## config.mk

```make
export PLATFORM = sky130hd
export DESIGN_NAME = conv_sequencer
export DESIGN_NICKNAME = d
export VERILOG_FILES = /design/src/rtl/conv_sequencer_pkg.sv /design/src/rtl/conv_sequencer_ctrl_delay_line.sv /design/src/rtl/conv_sequencer.sv
export SDC_FILE = /design/constraint.sdc
export NUM_CORES = 1
export LEC_CHECK = 0
export ABC_AREA = 1
export BUFFER_PORTS_ARGS = -buffer_cell sky130_fd_sc_hd__buf_2
export CORE_ASPECT_RATIO = 1.2
export CORE_MARGIN = 2
export CORE_UTILIZATION = 45
export DETAILED_ROUTE_END_ITERATION = 10
export PLACE_DENSITY = 0.74
export SYNTH_ARGS = -nofsm -noshare
export SYNTH_HDL_FRONTEND = slang
export SYNTH_HIERARCHICAL = 1
export SYNTH_SLANG_ARGS = --single-unit
```

## constraint.sdc

```tcl
create_clock -name i_clock -period 1.58 [get_ports i_clock]
set_clock_uncertainty 0.1 [all_clocks]
set_input_delay 0.158 -clock i_clock [delete_from_list [all_inputs] [get_ports i_clock]]
set_output_delay 0.158 -clock i_clock [all_outputs]
set_load 0.02 [all_outputs]
```

## src/rtl/conv_sequencer_pkg.sv

```systemverilog
// Shared encodings and width helpers for the convolver sequencer.
package conv_sequencer_pkg;

    // Values driven on o_state towards the MUX_ARRAY.
    localparam logic [1:0] ST_LOAD  = 2'b00;
    localparam logic [1:0] ST_RUN   = 2'b01;
    localparam logic [1:0] ST_DRAIN = 2'b10;

    typedef enum logic [2:0] {
        StIdle,
        StLoad,
        StRun,
        StFlush,
        StDrain
    } fsm_e;

    // Width needed to hold 0..n-1, never less than one bit.
    function automatic int unsigned clog2_min1(input int unsigned n);
        return (n < 2) ? 1 : int'($clog2(n));
    endfunction

endpackage

```

## src/rtl/conv_sequencer_ctrl_delay_line.sv

```systemverilog
// Fixed-depth shift register carrying read-side control to the write side.
module conv_sequencer_ctrl_delay_line #(
    parameter int unsigned WIDTH = 1,
    parameter int unsigned DEPTH = 1
) (
    input  logic             clk,
    input  logic             rst_n,
    input  logic [WIDTH-1:0] din,
    output logic [WIDTH-1:0] dout
);

    logic [WIDTH-1:0] stage_q [DEPTH];

    always_ff @(posedge clk or negedge rst_n) begin
        if (!rst_n) begin
            for (int i = 0; i < int'(DEPTH); i++) stage_q[i] <= '0;
        end else begin
            stage_q[0] <= din;
            for (int i = 1; i < int'(DEPTH); i++) stage_q[i] <= stage_q[i-1];
        end
    end

    assign dout = stage_q[DEPTH-1];

endmodule

```

## src/rtl/conv_sequencer.sv

```systemverilog
// LOAD / RUN / FLUSH / DRAIN sequencer for the line-memory convolver datapath.
module conv_sequencer
    import conv_sequencer_pkg::*;
#(
    parameter int unsigned N         = 2,
    parameter int unsigned BITS_DATA = 13,
    parameter int unsigned BITS_ADDR = 10,
    parameter int unsigned COLS      = 4,
    parameter int unsigned MEM_LAT   = 1,
    parameter int unsigned CONV_LAT  = 2,
    localparam int unsigned SUB_W    = clog2_min1(N / 2 + 1),
    localparam int unsigned SEL_W    = clog2_min1(N + 2)
) (
    input  logic                 i_clock,
    input  logic                 i_reset,
    input  logic                 i_start,
    input  logic                 i_valid,
    output logic                 o_ready,
    output logic [1:0]           o_state,
    output logic [SUB_W-1:0]     o_substate,
    output logic [SEL_W-1:0]     o_memSelect,
    output logic [BITS_ADDR-1:0] o_rdAddr,
    output logic [BITS_ADDR-1:0] o_wrAddr,
    output logic [N+1:0]         o_wrEn,
    output logic                 o_valid,
    input  logic                 i_ready,
    output logic                 o_done
);

    localparam int unsigned D     = MEM_LAT + CONV_LAT;
    localparam int unsigned DL_W  = 1 + BITS_ADDR + SUB_W;
    localparam int unsigned FL_W  = clog2_min1(D);
    localparam int unsigned LAT_W = clog2_min1(MEM_LAT);

    localparam logic [BITS_ADDR-1:0] LAST_COL       = BITS_ADDR'(COLS - 1);
    localparam logic [SEL_W-1:0]     LAST_LOAD_MEM  = SEL_W'(N + 1);
    localparam logic [SEL_W-1:0]     LAST_DRAIN_MEM = SEL_W'(N - 1);
    localparam logic [SUB_W-1:0]     LAST_SUB       = SUB_W'(N / 2);
    localparam logic [FL_W-1:0]      LAST_FLUSH     = FL_W'(D - 1);
    localparam logic [LAT_W-1:0]     LAST_LAT       = LAT_W'(MEM_LAT - 1);

    // The write outputs are registered after the delay line, so it holds D-1 stages.
    if (N < 2 || (N % 2) != 0 || MEM_LAT < 1 || CONV_LAT < 1 || COLS < 1 ||
        COLS > (2 ** BITS_ADDR) || BITS_DATA < 1) begin : g_param_check
        $error("conv_sequencer: unsupported parameter set");
    end

    fsm_e                 st_q;
    logic [BITS_ADDR-1:0] col_q;
    logic                 issue_q;
    logic [FL_W-1:0]      flush_q;
    logic [LAT_W-1:0]     lat_q;

    logic [DL_W-1:0]      dl_out;
    logic                 dl_issue;
    logic [BITS_ADDR-1:0] dl_addr;
    logic [SUB_W-1:0]     dl_sub;
    logic [N+1:0]         load_onehot;

    conv_sequencer_ctrl_delay_line #(
        .WIDTH (DL_W),
        .DEPTH (D - 1)
    ) u_delay (
        .clk   (i_clock),
        .rst_n (i_reset),
        .din   ({issue_q, o_rdAddr, o_substate}),
        .dout  (dl_out)
    );

    assign {dl_issue, dl_addr, dl_sub} = dl_out;
    assign load_onehot = (N + 2)'(1) << o_memSelect;

    // Substate z writes the N memories that held its input window, rotating by two per step.
    function automatic logic [N+1:0] run_mask(input logic [SUB_W-1:0] z);
        logic [N+1:0] m;
        m = '0;
        for (int x = 0; x < int'(N + 2); x++) begin
            m[x] = ((x + 2 * int'(z)) % int'(N + 2)) < int'(N);
        end
        return m;
    endfunction

    always_ff @(posedge i_clock or negedge i_reset) begin
        if (!i_reset) begin
            st_q        <= StIdle;
            col_q       <= '0;
            issue_q     <= 1'b0;
            flush_q     <= '0;
            lat_q       <= '0;
            o_ready     <= 1'b0;
            o_state     <= ST_LOAD;
            o_substate  <= '0;
            o_memSelect <= '0;
            o_rdAddr    <= '0;
            o_wrAddr    <= '0;
            o_wrEn      <= '0;
            o_valid     <= 1'b0;
            o_done      <= 1'b0;
        end else begin
            o_wrEn <= '0;
            o_done <= 1'b0;
            case (st_q)
                StIdle: begin
                    if (i_start) begin
                        st_q        <= StLoad;
                        o_ready     <= 1'b1;
                        col_q       <= '0;
                        o_memSelect <= '0;
                    end
                end
                StLoad: begin
                    if (i_valid) begin
                        o_wrEn   <= load_onehot;
                        o_wrAddr <= col_q;
                        if (col_q == LAST_COL) begin
                            col_q <= '0;
                            if (o_memSelect == LAST_LOAD_MEM) begin
                                st_q        <= StRun;
                                o_ready     <= 1'b0;
                                o_state     <= ST_RUN;
                                o_memSelect <= '0;
                                o_substate  <= '0;
                                o_rdAddr    <= '0;
                                issue_q     <= 1'b1;
                            end else begin
                                o_memSelect <= o_memSelect + 1'b1;
                            end
                        end else begin
                            col_q <= col_q + 1'b1;
                        end
                    end
                end
                StRun: begin
                    o_wrEn   <= dl_issue ? run_mask(dl_sub) : '0;
                    o_wrAddr <= dl_addr;
                    if (o_rdAddr == LAST_COL) begin
                        st_q    <= StFlush;
                        issue_q <= 1'b0;
                        flush_q <= '0;
                    end else begin
                        o_rdAddr <= o_rdAddr + 1'b1;
                    end
                end
                StFlush: begin
                    o_wrEn   <= dl_issue ? run_mask(dl_sub) : '0;
                    o_wrAddr <= dl_addr;
                    if (flush_q == LAST_FLUSH) begin
                        o_rdAddr <= '0;
                        if (o_substate == LAST_SUB) begin
                            st_q       <= StDrain;
                            o_state    <= ST_DRAIN;
                            o_substate <= '0;
                            lat_q      <= '0;
                        end else begin
                            st_q       <= StRun;
                            o_substate <= o_substate + 1'b1;
                            issue_q    <= 1'b1;
                        end
                    end else begin
                        flush_q <= flush_q + 1'b1;
                    end
                end
                StDrain: begin
                    if (!o_valid) begin
                        if (lat_q == LAST_LAT) o_valid <= 1'b1;
                        else                   lat_q   <= lat_q + 1'b1;
                    end else if (i_ready) begin
                        o_valid <= 1'b0;
                        lat_q   <= '0;
                        if (o_rdAddr == LAST_COL) begin
                            o_rdAddr <= '0;
                            if (o_memSelect == LAST_DRAIN_MEM) begin
                                st_q        <= StIdle;
                                o_state     <= ST_LOAD;
                                o_memSelect <= '0;
                                o_done      <= 1'b1;
                            end else begin
                                o_memSelect <= o_memSelect + 1'b1;
                            end
                        end else begin
                            o_rdAddr <= o_rdAddr + 1'b1;
                        end
                    end
                end
                default: st_q <= StIdle;
            endcase
        end
    end

endmodule
```

======== Word level (Yosys, flattened, before mapping) ========
Index checks and enable logic that the tools add are counted.
storage, ports and cells
  register bits ........................... 73
  input bits .............................. 5
  output and inout bits ................... 32
  logic and storage cells ................. 163
operators by class
  add/sub/neg operators ................... 9
  order comparisons ....................... 4
  equality and inequality tests ........... 24
  shift operators ......................... 1
  muxes and demuxes ....................... 81
  bitwise logic cells ..................... 3
  reduce and logical (&&, ||, !) cells .... 25
operator list
  kind                                            count
  two-way mux 10 bit                              12
  one-hot mux 10 bit (2 select lines)             2
  one-hot mux 10 bit (4 select lines)             1
  two-way mux 2 bit                               19
  two-way mux 3 bit                               11
  != test 2 bit, second input constant            14
  two-way mux 1 bit                               25
  adder 10 x 1 -> 10 bit, second input constant   2
  == test 10 x 2 -> 1 bit, second input constant  2
  AND reduction 10 bit                            2
  one-hot mux 3 bit (5 select lines)              1
  AND reduction 7 bit                             2
  one-hot mux 2 bit (3 select lines)              2
  AND reduction 5 bit                             2
  nonzero test 2 bit                              5
  < comparator 3 bit, second input constant       3
  nonzero test 3 bit                              3
  two-way mux 4 bit                               2
  one-hot mux 4 bit (2 select lines)              1
  AND reduction 8 bit                             1
  OR reduction 2 bit                              4
  == test 3 x 2 -> 1 bit, second input constant   2
  one-hot mux 1 bit (2 select lines)              3
  AND reduction 3 bit                             2
  other kinds (18)                                24

======== Longest topological paths before layout ========
Gate-level depths: netlist (run 1).
  depth in word-level cells ............... 6
  gate-level depth with buffers ........... 11
  depth with buffers taken out ............ 11

======== Hierarchy ========
Netlist (run 1), hierarchy kept.
modules (own cells, without submodules)
  module                          instances  cells each  area each (µm²)
  conv_sequencer                  1          376         2832.7
  conv_sequencer_ctrl_delay_line  1          36          690.7

======== Worst setup path after synthesis (run 1) ========
OpenSTA, ideal clock, no wires.
  path kind ............................... register to register
  start point ............................. reg o_rdAddr[0]
  end point ............................... reg st_q[0]
  setup time .............................. 0.118 ns
  arrival ................................. 1.523 ns
  data required time ...................... 1.362 ns
  setup slack ............................. -0.161 ns
  stages on the path, launching flop included .. 11
  buffers on the path ..................... 0
  clock period less this slack ............ 1.741 ns
  cells stage by stage .................... dfrtp_1 ha_1 nand2_1 nor2_1 nand2_1 nand2_1 nand2_1 nor2_1 nand2_1 nand2_1 nand2_1
between the ends
  longest elaborated chain between the ends .. 3
  elaborated cells between the ends (all ways) .. 4
RTL lines
  element                                    line                                          source
  start: declaration                         conv_sequencer.sv:22                          output logic [BITS_ADDR-1:0] o_rdAddr,
  start signal: assignment                   conv_sequencer.sv:141                         o_rdAddr <= o_rdAddr + 1'b1;
  start signal: assignment                   conv_sequencer.sv:181                         o_rdAddr <= o_rdAddr + 1'b1;
  == test 10 x 2 -> 1 bit (*)                conv_sequencer.sv:136, conv_sequencer.sv:170
  != test 2 bit (no source line)             --
  AND reduction 10 bit (no source line) (*)  --
  end signal: assignment                     conv_sequencer.sv:137                         st_q <= StFlush;
  end signal: assignment                     conv_sequencer.sv:150                         st_q <= StDrain;
  end signal: assignment                     conv_sequencer.sv:173                         st_q <= StIdle;
  end: declaration                           conv_sequencer.sv:48                          fsm_e st_q;
Every way passes the cells marked *; elsewhere a longest branch is shown, timed or not.
A chain may end at the register's enable or synchronous reset.

======== Worst setup path after layout (run 1) ========
  start point ............................. reg st_q[2]
  end point ............................... reg o_substate
between the ends
  longest elaborated chain between the ends .. 3
  elaborated cells between the ends (all ways) .. 9
RTL lines
  element                                                               line                   source
  start signal: assignment                                              conv_sequencer.sv:85   st_q <= StIdle;
  start signal: assignment                                              conv_sequencer.sv:105  st_q <= StLoad;
  start signal: assignment                                              conv_sequencer.sv:118  st_q <= StRun;
  == test 3 x 2 -> 1 bit or == test 3 x 1 -> 1 bit (tied branches)      conv_sequencer.sv:102  case (st_q)
  != test 2 bit (no source line) or nonzero test 2 bit (tied branches)  --
  AND reduction 5 bit (no source line)                                  --
  end signal: assignment                                                conv_sequencer.sv:156  o_substate <= o_substate + 1'b1;
  end: declaration                                                      conv_sequencer.sv:20   output logic [SUB_W-1:0] o_substate,
Several ways; a longest one is shown, not always the timed one.

==> reports/results.ini, run 1 <==
[logic_synthesis]
synth_edf_count=0
synthesis.nets=424
yosys.area.top_type_share_pct=51.1
synth_most_common_cell=nand2_1
yosysSeqAreaShare_pct=51.1
ys_warn_count=6
synth_cell_types=34
synth.area.top_cells=dfrtp_1, nand2_1, nor2_1
synth_area_leader_cell=dfrtp_1
synth_common_cells=nand2_1, dfrtp_1, nor2_1, inv_1, nand3_1
synthFlopType=dfrtp_1
synth_area_per_cell_um2=8.55
async_flop_share_pct=100
syn_inst=412
synth_area_um2=3520
synth_seq_cells=72

[cells_and_area]
layout-drive-gt1-share_pct=39.5
layout.nets=541
instances_no_fill=626
antenna_cells=0
area_growth_pct=38.3

[critical_path]
path_cells=nor2_4 -> buf_4 -> nand3_4 -> buf_4 -> nand3_2 -> nor2_1 -> nand2_1 -> nand2_1
max_stage_delay_ps=460
worst-endpoint-arrival_ps=1860
slowest_stage=dfrtp_2
startpoint_type=flop
critPathCaptureType=flop
worstPathMaxFanout=8
worst-setup-path-type=reg -> reg
cp.required_ps=1730

[power_and_ir_drop]
swShare_pct=45.6
p_int_uw=5240
p_seq_share_pct=27.2
p_switching_uw=4400
powerDensity_nw_per_um2=1980
leakagePower_uw=0.00254
ir_worst_vdd_mv=1.17
p_clk_share_pct=15.2
power_frac_comb_pct=57.6
total_power_uw=9640

[cts]
clock_latency_ps=360
clock_path_buffers=2
cts.sinks=72
cts_tree=yes
path_clk_slew_ps=90
cts-buffers-inserted=9
cts-htree-levels=3
root_buffer=clkbuf_8

[grt]
grt_pass1_wl_mm=15.0
grt_max_degree=32
grt_pass1_vias=3235
grt_remaining_overflow=0
antenna_found_initial=0
grt_usage_pct=22.4

[drt]
routed_wirelength_mm=9.40
drt_iter0_drc=187
drtPass1Iterations=5
drc=0
viasPerCell=5.25
routed-via-count=3285
ant_nets=0
routedWlPerCell_um=15.0

[die]
dieArea_um2=8560
core-area_um2=7620
rows=35
start_util_pct=46.2
io_pins=37
die_x_um=84.8
dieHeight_um=101

[sta]
rsz0062_at_grt=yes
tightest_slew_ps=470
fin_crit_ps=1700
fin_hold_ws_ps=172
slew_violations=0
fin_crit_sh_pct=108
clock.fmax_ghz=0.587
setup_violations=31
hold_viol_final=0
max_slew_margin_pct=68.7
tns_ps=-1550
finalWorstSetupSlack_ps=-122

[run_status]
violations=setup timing
status=finished with violations

[placed_design]
dp.cells=587
gp_congestion=0.890
hpwl_mm=6.04
io_buffer_count=36

[job]
drv_cap=0

[min_path]
hp-class=in -> async

==> final timing paths <==
kind,from,end,slack (ps),cells after the start
max,st_q[2]$_DFFE_PN0P_,o_substate$_DFFE_PN0P_,-120,8
min,i_reset,u_delay/dout[8]$_DFF_PN0_,170,2
max reg2reg,st_q[2]$_DFFE_PN0P_,o_substate$_DFFE_PN0P_,-120,8
min reg2reg,u_delay/stage_q[18]$_DFF_PN0_,u_delay/dout[6]$_DFF_PN0_,250,0
max in group asynchronous,i_reset,o_rdAddr[0]$_DFFE_PN0P_,650,3
min in group i_clock,i_ready,o_valid$_DFFE_PN0N_,170,5
==> final cells by class <==
type,count,area (um2)
tap,92,115
fill,596,2750
clock inverter,7,73.8
clock buffer,9,124
inverter,39,154
timing repair inverter,1,7.51
sequential,72,1810
timing repair buffer,121,910
multi-input combinational,285,1680
==> what timing repair did <==
action,CTS,global route
setup endpoints to repair,24,43
resized for setup,25,41
setup buffers,10,6
hold buffers,2,0
pin swaps,23,15
hold endpoints to repair,30,0
cloned,3,2
==> metrics by stage <==
stage	instance area (um2)	setup slack, ps	utilization, %
2_1_floorplan	3560	-7.19	-
3_3_place_gp	4260	-55.1	55.8
3_5_place_dp	4260	-113	55.8
4_1_cts	4670	-48.4	61.3
5_1_grt	4870	-203	64.0
6_report	4870	-122	64.0
==> sequential cells by signal, indices dropped and copies added (netlist names) <==
register         cells
u_delay/stage_q     12
o_wrAddr            10
o_state              2
o_ready              1
o_done               1
col_q               10
o_valid              1
issue_q              1
st_q                 3
o_wrEn               4
o_memSelect          2
flush_q              2
u_delay/dout        12
o_rdAddr            10
o_substate           1
==> cells in the final DEF (no fill, tap or decap), types with 4 or more instances in the layout <==
master and n:
nand2_1 108, buf_4 73, dfrtp_1 65, buf_2 36, inv_1 30, nor2_1 26, nand3_1 18, o21ai_1 17
o21ai_0 12, nand2_4 10, nand3_2 10, nor2_4 9, clkbuf_8 9, nor2_2 8, nand2_2 8, a31oi_1 8
a21oi_1 8, nand4_1 8, dfrtp_2 7, inv_2 6, ha_1 5, buf_6 5, xor2_1 4, buf_12 4
==> routing by layer <==
| layer | vias up | global-route usage, % | routed length, um |
|---|---|---|---|
| li1 | 1572 | - | - |
| met1 | 1592 | 27.5 | 3760 |
| met2 | 98 | 37.4 | 4890 |
| met3 | 23 | 3.77 | 441 |
| met4 | 0 | 12.8 | 316 |
| met5 | - | 0 | 0 |
==> power groups by stage <==
stage / logic, uW / clock network, uW / registers, uW
finish: 5550 / 1470 / 2620
global placement: 4170 / 0 / 2620
floorplan: 2460 / 0 / 2920
detailed placement: 4270 / 0 / 2650
global route: 6020 / 1560 / 2670
CTS: 4830 / 1480 / 2610
==> kinds of logic after synthesis <==
family,Yosys count,synth area share (%)
simple gates,210,27.2
flops,72,51.1
compound gates,60,9.69
buf+inv,58,8.27
fa+ha+maj,7,2.49
xor+xnor,5,1.24
==> critical path: cells and delay by family, from the launching register on <==
family / cells / cell delay, ps
simple gates: 6 / 690
flops: 1 / 460
buf+inv: 2 / 340
Power figures use the tool's default switching activity.
==> run 2: changes to the inputs <==
Settings changed: PLACE_DENSITY 0.74 to 0.66.
Clock period 1.58 ns to 1.5 ns, I/O delays scaled along.
==> run 2 against run 1 <==
Against the previous run:
- the flow still finishes with violations (setup timing)
- combinational power up 3.8%
- sequential power up 5%
- critical path depth up 1
- fmax up 1.9%
- sequential cell count unchanged
- non-clock buffer count down 1
- die area unchanged
- register-to-register slack worse by 50 ps
- hold slack worse by 62 ps
- routed wire length down 7.4%
- first-iteration DRC count down 7.0%
- largest cell class unchanged
- highest routed layer unchanged
==> reports/results.ini, run 2 (synthesis gave the netlist of run 1 again) <==
[die]
start_util_pct=46.2  ; unchanged
rows=35  ; unchanged
dieHeight_um=101  ; unchanged
io_pins=37  ; unchanged
dieArea_um2=8560  ; unchanged
core-area_um2=7620  ; unchanged
die_x_um=84.8  ; unchanged

[power_and_ir_drop]
swShare_pct=45.5  ; -0.15 points
p_int_uw=5450  ; +3.9%
leakagePower_uw=0.00247  ; -2.5%
ir_worst_vdd_mv=1.23  ; +5.2%
p_clk_share_pct=14.8  ; -0.4 points
power_frac_comb_pct=57.6  ; about the same
p_seq_share_pct=27.6  ; +0.4 points
powerDensity_nw_per_um2=2070  ; +4.8%
p_switching_uw=4540  ; +3.3%
total_power_uw=9990  ; +3.7%

[sta]
hold_viol_final=0  ; unchanged
fin_crit_ps=1670  ; -32.0 ps
slew_violations=0  ; unchanged
rsz0062_at_grt=yes
setup_violations=39  ; +26%
finalWorstSetupSlack_ps=-170  ; -48.0 ps
clock.fmax_ghz=0.599  ; +1.9%
max_slew_margin_pct=75.4  ; +6.8 points
tightest_slew_ps=369  ; -101 ps
fin_crit_sh_pct=111  ; +3.6 points

[cts]
cts-buffers-inserted=9  ; unchanged
root_buffer=clkbuf_8
cts_tree=yes
clock_latency_ps=360  ; about the same
path_clk_slew_ps=80  ; about the same
clock_path_buffers=2  ; unchanged
cts-htree-levels=3  ; unchanged
cts.sinks=72  ; unchanged

[critical_path]
worst-endpoint-arrival_ps=1810  ; -50 ps
worst-setup-path-type=reg -> reg
critPathCaptureType=flop
startpoint_type=flop
worstPathMaxFanout=7  ; -1
cp.required_ps=1640  ; -90 ps

[cells_and_area]
final_common_cell=nand2_1
layout-drive-gt1-share_pct=39.0  ; -0.49 points
layout.nets=540  ; -0.18%
final_cell_mix=nand2_1, buf_4, dfrtp_1, buf_2, nor2_1
antenna_cells=0  ; unchanged
area_growth_pct=36.8

[grt]
grt_pass1_vias=3181  ; -1.7%
grt_usage_pct=21.3  ; -1.1 points
grt_pass1_wl_mm=14.3  ; -4.7%
grt_remaining_overflow=0  ; unchanged
antenna_found_initial=0  ; unchanged
grt_max_degree=73  ; +130%

[drt]
drc=0  ; unchanged
routed-via-count=3190  ; -2.9%
drtPass1Iterations=5  ; unchanged
drt_iter0_drc=174  ; -7.0%
routedWlPerCell_um=13.9  ; -7.3%
routed_wirelength_mm=8.71  ; -7.4%
viasPerCell=5.10  ; -2.7%
ant_nets=0  ; unchanged

[placed_design]
dp_slack_ps=-185  ; -71.5 ps
gp_congestion=0.905  ; +1.7%
hpwl_mm=5.92  ; -2.0%
io_buffer_count=36  ; unchanged

[min_path]
hp-class=in -> reg

[job]
drv_cap=0  ; unchanged

[run_status]
status=finished with violations
violations=setup timing

run 2: timing repair:
item / CTS / global route
endpoints found under the setup margin: 41 / 45
resized for setup: 37 / 29
hold endpoints to repair: 73 / 0
hold buffers: 2 / 0
cloned: 4 / 0
pin swaps: 16 / 32
buffers inserted: 7 / 1
run 2: final cells by class:
cell class | instances | area (um2)
fill | 634 | 2800
sequential | 72 | 1810
clock inverter | 7 | 63.8
timing repair inverter | 3 | 22.5
inverter | 39 | 158
timing repair buffer | 120 | 878
tap | 92 | 115
multi-input combinational | 283 | 1650
clock buffer | 9 | 124
run 2: per-layer routing:
| metal | part of all wire (%) | vias up | wire, um | GRT usage (%) |
|---|---|---|---|---|
| met3 | 3.9 | 19 | 341 | 4.10 |
| met5 | 0 | - | 0 | 0 |
| li1 | - | 1567 | - | - |
| met4 | 2.3 | 0 | 203 | 9.65 |
| met1 | 43 | 1519 | 3730 | 26.3 |
| met2 | 51 | 85 | 4430 | 36.3 |
run 2: through the flow:
| stage | utilization, % | instance area [um2] | hold WS, ps | std cells | TNS, ps |
|---|---|---|---|---|---|
| 2_1_floorplan | - | 3570 | -246 | 412 | -1200 |
| 3_3_place_gp | 56.4 | 4300 | 108 | 595 | -3770 |
| 3_5_place_dp | 56.4 | 4300 | 108 | 595 | -4650 |
| 4_1_cts | 61.9 | 4720 | 97.6 | 624 | -3270 |
| 5_1_grt | 63.3 | 4820 | 115 | 625 | -7910 |
| 6_report | 63.3 | 4820 | 110 | 625 | -4000 |
run 2: path summary, 6_finish.rpt:
path / startpoint / to / slack [ps] / depth (start not counted)
max reg2reg: col_q[6]$_DFFE_PN0P_ / issue_q$_DFFE_PN0P_ / -170 / 9
max: col_q[6]$_DFFE_PN0P_ / issue_q$_DFFE_PN0P_ / -170 / 9
min reg2reg: u_delay/stage_q[15]$_DFF_PN0_ / u_delay/dout[3]$_DFF_PN0_ / 260 / 0
min: i_valid / o_wrEn[3]$_DFF_PN0_ / 110 / 3
max in group asynchronous: i_reset / o_rdAddr[1]$_DFFE_PN0P_ / 740 / 3
min in group asynchronous: i_reset / u_delay/dout[0]$_DFF_PN0_ / 260 / 3
run 2: worst max-delay path: stages, from the launching register on:
cell and delay, ps:
dfrtp_1 400, nor2_1 120, nand2_1 70, nor2_1 130, nand2_2 90, nand2_4 100, nand3_4 170, buf_6 190
o21ai_2 100, nand2_1 80
run 2: power by group through the flow:
stage | clock (uW) | combinational (uW) | sequential [uW]
final | 1480 | 5760 | 2760
after global routing | 1580 | 6270 | 2810
after CTS | 1500 | 5310 | 2750
after detailed placement | 0 | 4680 | 2790
after global placement | 0 | 4590 | 2770
after floorplan | 0 | 2590 | 3080
==> run 3: changes to the inputs <==
Settings changed: CORE_UTILIZATION 45 to 53, PLACE_DENSITY 0.66 to 0.76, TNS_END_PERCENT set to 10.
==> run 3 against run 2 <==
Against the previous run:
- the run still ends with setup timing left
- sequential cell count unchanged
- setup slack got worse by 9.4 ps
- combinational power decreased by 2%
- largest power group unchanged
==> reports/results.ini, run 3 (synthesis gave the netlist of run 1 again) <==
[min_path]
min_to=o_wrEn[3]$_DFF_PN0_
min-delay-start=i_valid
hp-class=in -> reg
hold_path_depth=3  ; unchanged

[critical_path]
max_stage_delay_ps=460  ; +60 ps
critPathCaptureType=flop
slowest_stage=dfrtp_2
worst-endpoint-arrival_ps=1810  ; about the same
worstPathMaxFanout=6  ; -1
r2r_cells=6  ; -3
path_cells=nor2_4 -> buf_4 -> nand3_2 -> buf_4 -> o21ai_0 -> o21ai_0
worst-setup-path-type=reg -> reg
critPathBufInv=2  ; +1
startpoint_type=flop
rrSetupSlack_ps=-180  ; about the same
cp.required_ps=1630  ; about the same
path_delay_family=flip-flops
r2r_end=o_ready$_DFFE_PN0P_
r2r_start=st_q[1]$_DFFE_PN0P_

[die]
die_x_um=78.4  ; -7.5%
rows=32  ; -8.6%
dieHeight_um=93.3  ; -7.5%
start_util_pct=54.7  ; +8.4 points
core-area_um2=6450  ; -15%
dieArea_um2=7320  ; -14%
io_pins=37  ; unchanged

[cts]
clock_path_buffers=2  ; unchanged
cts-buffers-inserted=9  ; unchanged
cts_tree=yes
cts.sinks=72  ; unchanged
root_buffer=clkbuf_8
path_clk_slew_ps=80  ; about the same
clock_latency_ps=360  ; about the same
cts-htree-levels=3  ; unchanged

[power_and_ir_drop]
p_int_uw=5430  ; -0.26%
p_switching_uw=4460  ; -1.8%
p_clk_share_pct=14.8  ; about the same
leakagePower_uw=0.00247  ; -0.22%
swShare_pct=45.1  ; -0.37 points
power_frac_comb_pct=57.2  ; -0.4 points
p_seq_share_pct=28.0  ; +0.4 points
ir_worst_vdd_mv=1.57  ; +27%
powerDensity_nw_per_um2=2080  ; +0.23%

[drt]
drt_iter0_drc=292  ; +68%
ant_nets=0  ; unchanged
routedWlPerCell_um=14.8  ; +6.5%
routed_wirelength_mm=9.08  ; +4.3%
routed-via-count=3317  ; +4.0%
viasPerCell=5.42  ; +6.2%
drc=0  ; unchanged
drtPass1Iterations=7  ; +2

[cells_and_area]
layout-drive-gt1-share_pct=39.3  ; +0.25 points
area_growth_pct=35.2
antenna_cells=0  ; unchanged
layout.nets=534  ; -1.1%
postLayoutCellArea_um2=4760  ; -1.2%
final_cell_mix=nand2_1, buf_4, dfrtp_1, buf_2, inv_1
final_common_cell=nand2_1
final_util_pct=73.9  ; +11 points

[sta]
fin_crit_sh_pct=112  ; +0.63 points
clock.fmax_ghz=0.595  ; -0.56%
hold_viol_final=0  ; unchanged
finalWorstSetupSlack_ps=-180  ; -9.41 ps
slew_violations=0  ; unchanged
fin_crit_ps=1680  ; +9.41 ps
max_slew_margin_pct=74.7  ; -0.69 points
tightest_slew_ps=379  ; +10.4 ps
setup_violations=40  ; +2.6%
rsz0062_at_grt=yes

[job]
drv_cap=0  ; unchanged

[grt]
grt_pass1_vias=3135  ; -1.4%
antenna_found_initial=0  ; unchanged
grt_max_degree=73  ; unchanged
grt_pass1_wl_mm=14.5  ; +0.91%
grt_usage_pct=25.8  ; +4.5 points
grt_remaining_overflow=0  ; unchanged

[placed_design]
placed_area_um2=4310  ; +0.26%
hpwl_mm=5.87  ; -0.91%
io_buffer_count=36  ; unchanged
gp_congestion=0.913  ; +0.91%

[run_status]
status=finished with violations
violations=setup timing

[run 3: worst reg2reg max path, cell delays in order (launching register included)]
cell,delay (ps)
dfrtp_2,460
nor2_4,250
buf_4,160
nand3_2,140
buf_4,180
o21ai_0,160
o21ai_0,120
[run 3: final cells by class]
cell class,count,area (um2)
Sequential cell,72,1810
Timing Repair Buffer,116,858
Clock inverter,7,62.6
Fill cell,431,1680
Multi-Input combinational cell,284,1650
Inverter,39,153
Clock buffer,9,124
Tap cell,85,106
[run 3: timing repair]
action | CTS | global route
buffers inserted | 1 | 2
setup endpoints to repair | 42 | 47
resized for setup | 33 | 28
hold buffers | 2 | 0
pin swaps | 12 | 22
endpoints found under the hold margin | 73 | 0
gates cloned | 1 | 1
[run 3: per-layer routing]
layer | wire length, um | vias to the layer above | global-route usage (%)
met1 | 3460 | 1589 | 31.4
met5 | 0 | - | 0
met4 | 270 | 0 | 12.3
li1 | - | 1555 | -
met3 | 533 | 27 | 3.57
met2 | 4820 | 146 | 45.1
[run 3: how the worst max path moves through the flow]
stage / from / to / cells past startpoint / slack, ps
after detailed placement: col_q[6]$_DFFE_PN0P_ / o_rdAddr[8]$_DFFE_PN0P_ / 9 / -180
after global placement: col_q[6]$_DFFE_PN0P_ / o_rdAddr[5]$_DFFE_PN0P_ / 9 / -130
after floorplan: st_q[0]$_DFFE_PN0P_ / o_rdAddr[0]$_DFFE_PN0P_ / 9 / -80
final: st_q[1]$_DFFE_PN0P_ / o_ready$_DFFE_PN0P_ / 6 / -180
after CTS: st_q[2]$_DFFE_PN0P_ / o_substate$_DFFE_PN0P_ / 7 / -120
after global routing: st_q[1]$_DFFE_PN0P_ / o_ready$_DFFE_PN0P_ / 6 / -280
[run 3: power groups by stage]
| stage | clock network [uW] | logic [uW] | registers (uW) |
|---|---|---|---|
| after floorplan | 0 | 2590 | 3070 |
| after global placement | 0 | 4680 | 2750 |
| after detailed placement | 0 | 4800 | 2770 |
| after CTS | 1480 | 5250 | 2760 |
| after global routing | 1560 | 6200 | 2810 |
| final | 1460 | 5660 | 2770 |
[run 3: through the flow]
step	hold slack (ps)	worst slack, ps	cells	setup TNS [ps]	total power (uW)
3_5_place_dp	112	-181	589	-3320	7570
5_1_grt	108	-284	612	-7770	10600
2_1_floorplan	-246	-83.7	412	-1210	5670
6_report	89.4	-180	612	-4100	9900
3_3_place_gp	106	-127	589	-2000	7430
4_1_cts	83.0	-121	609	-2670	9480
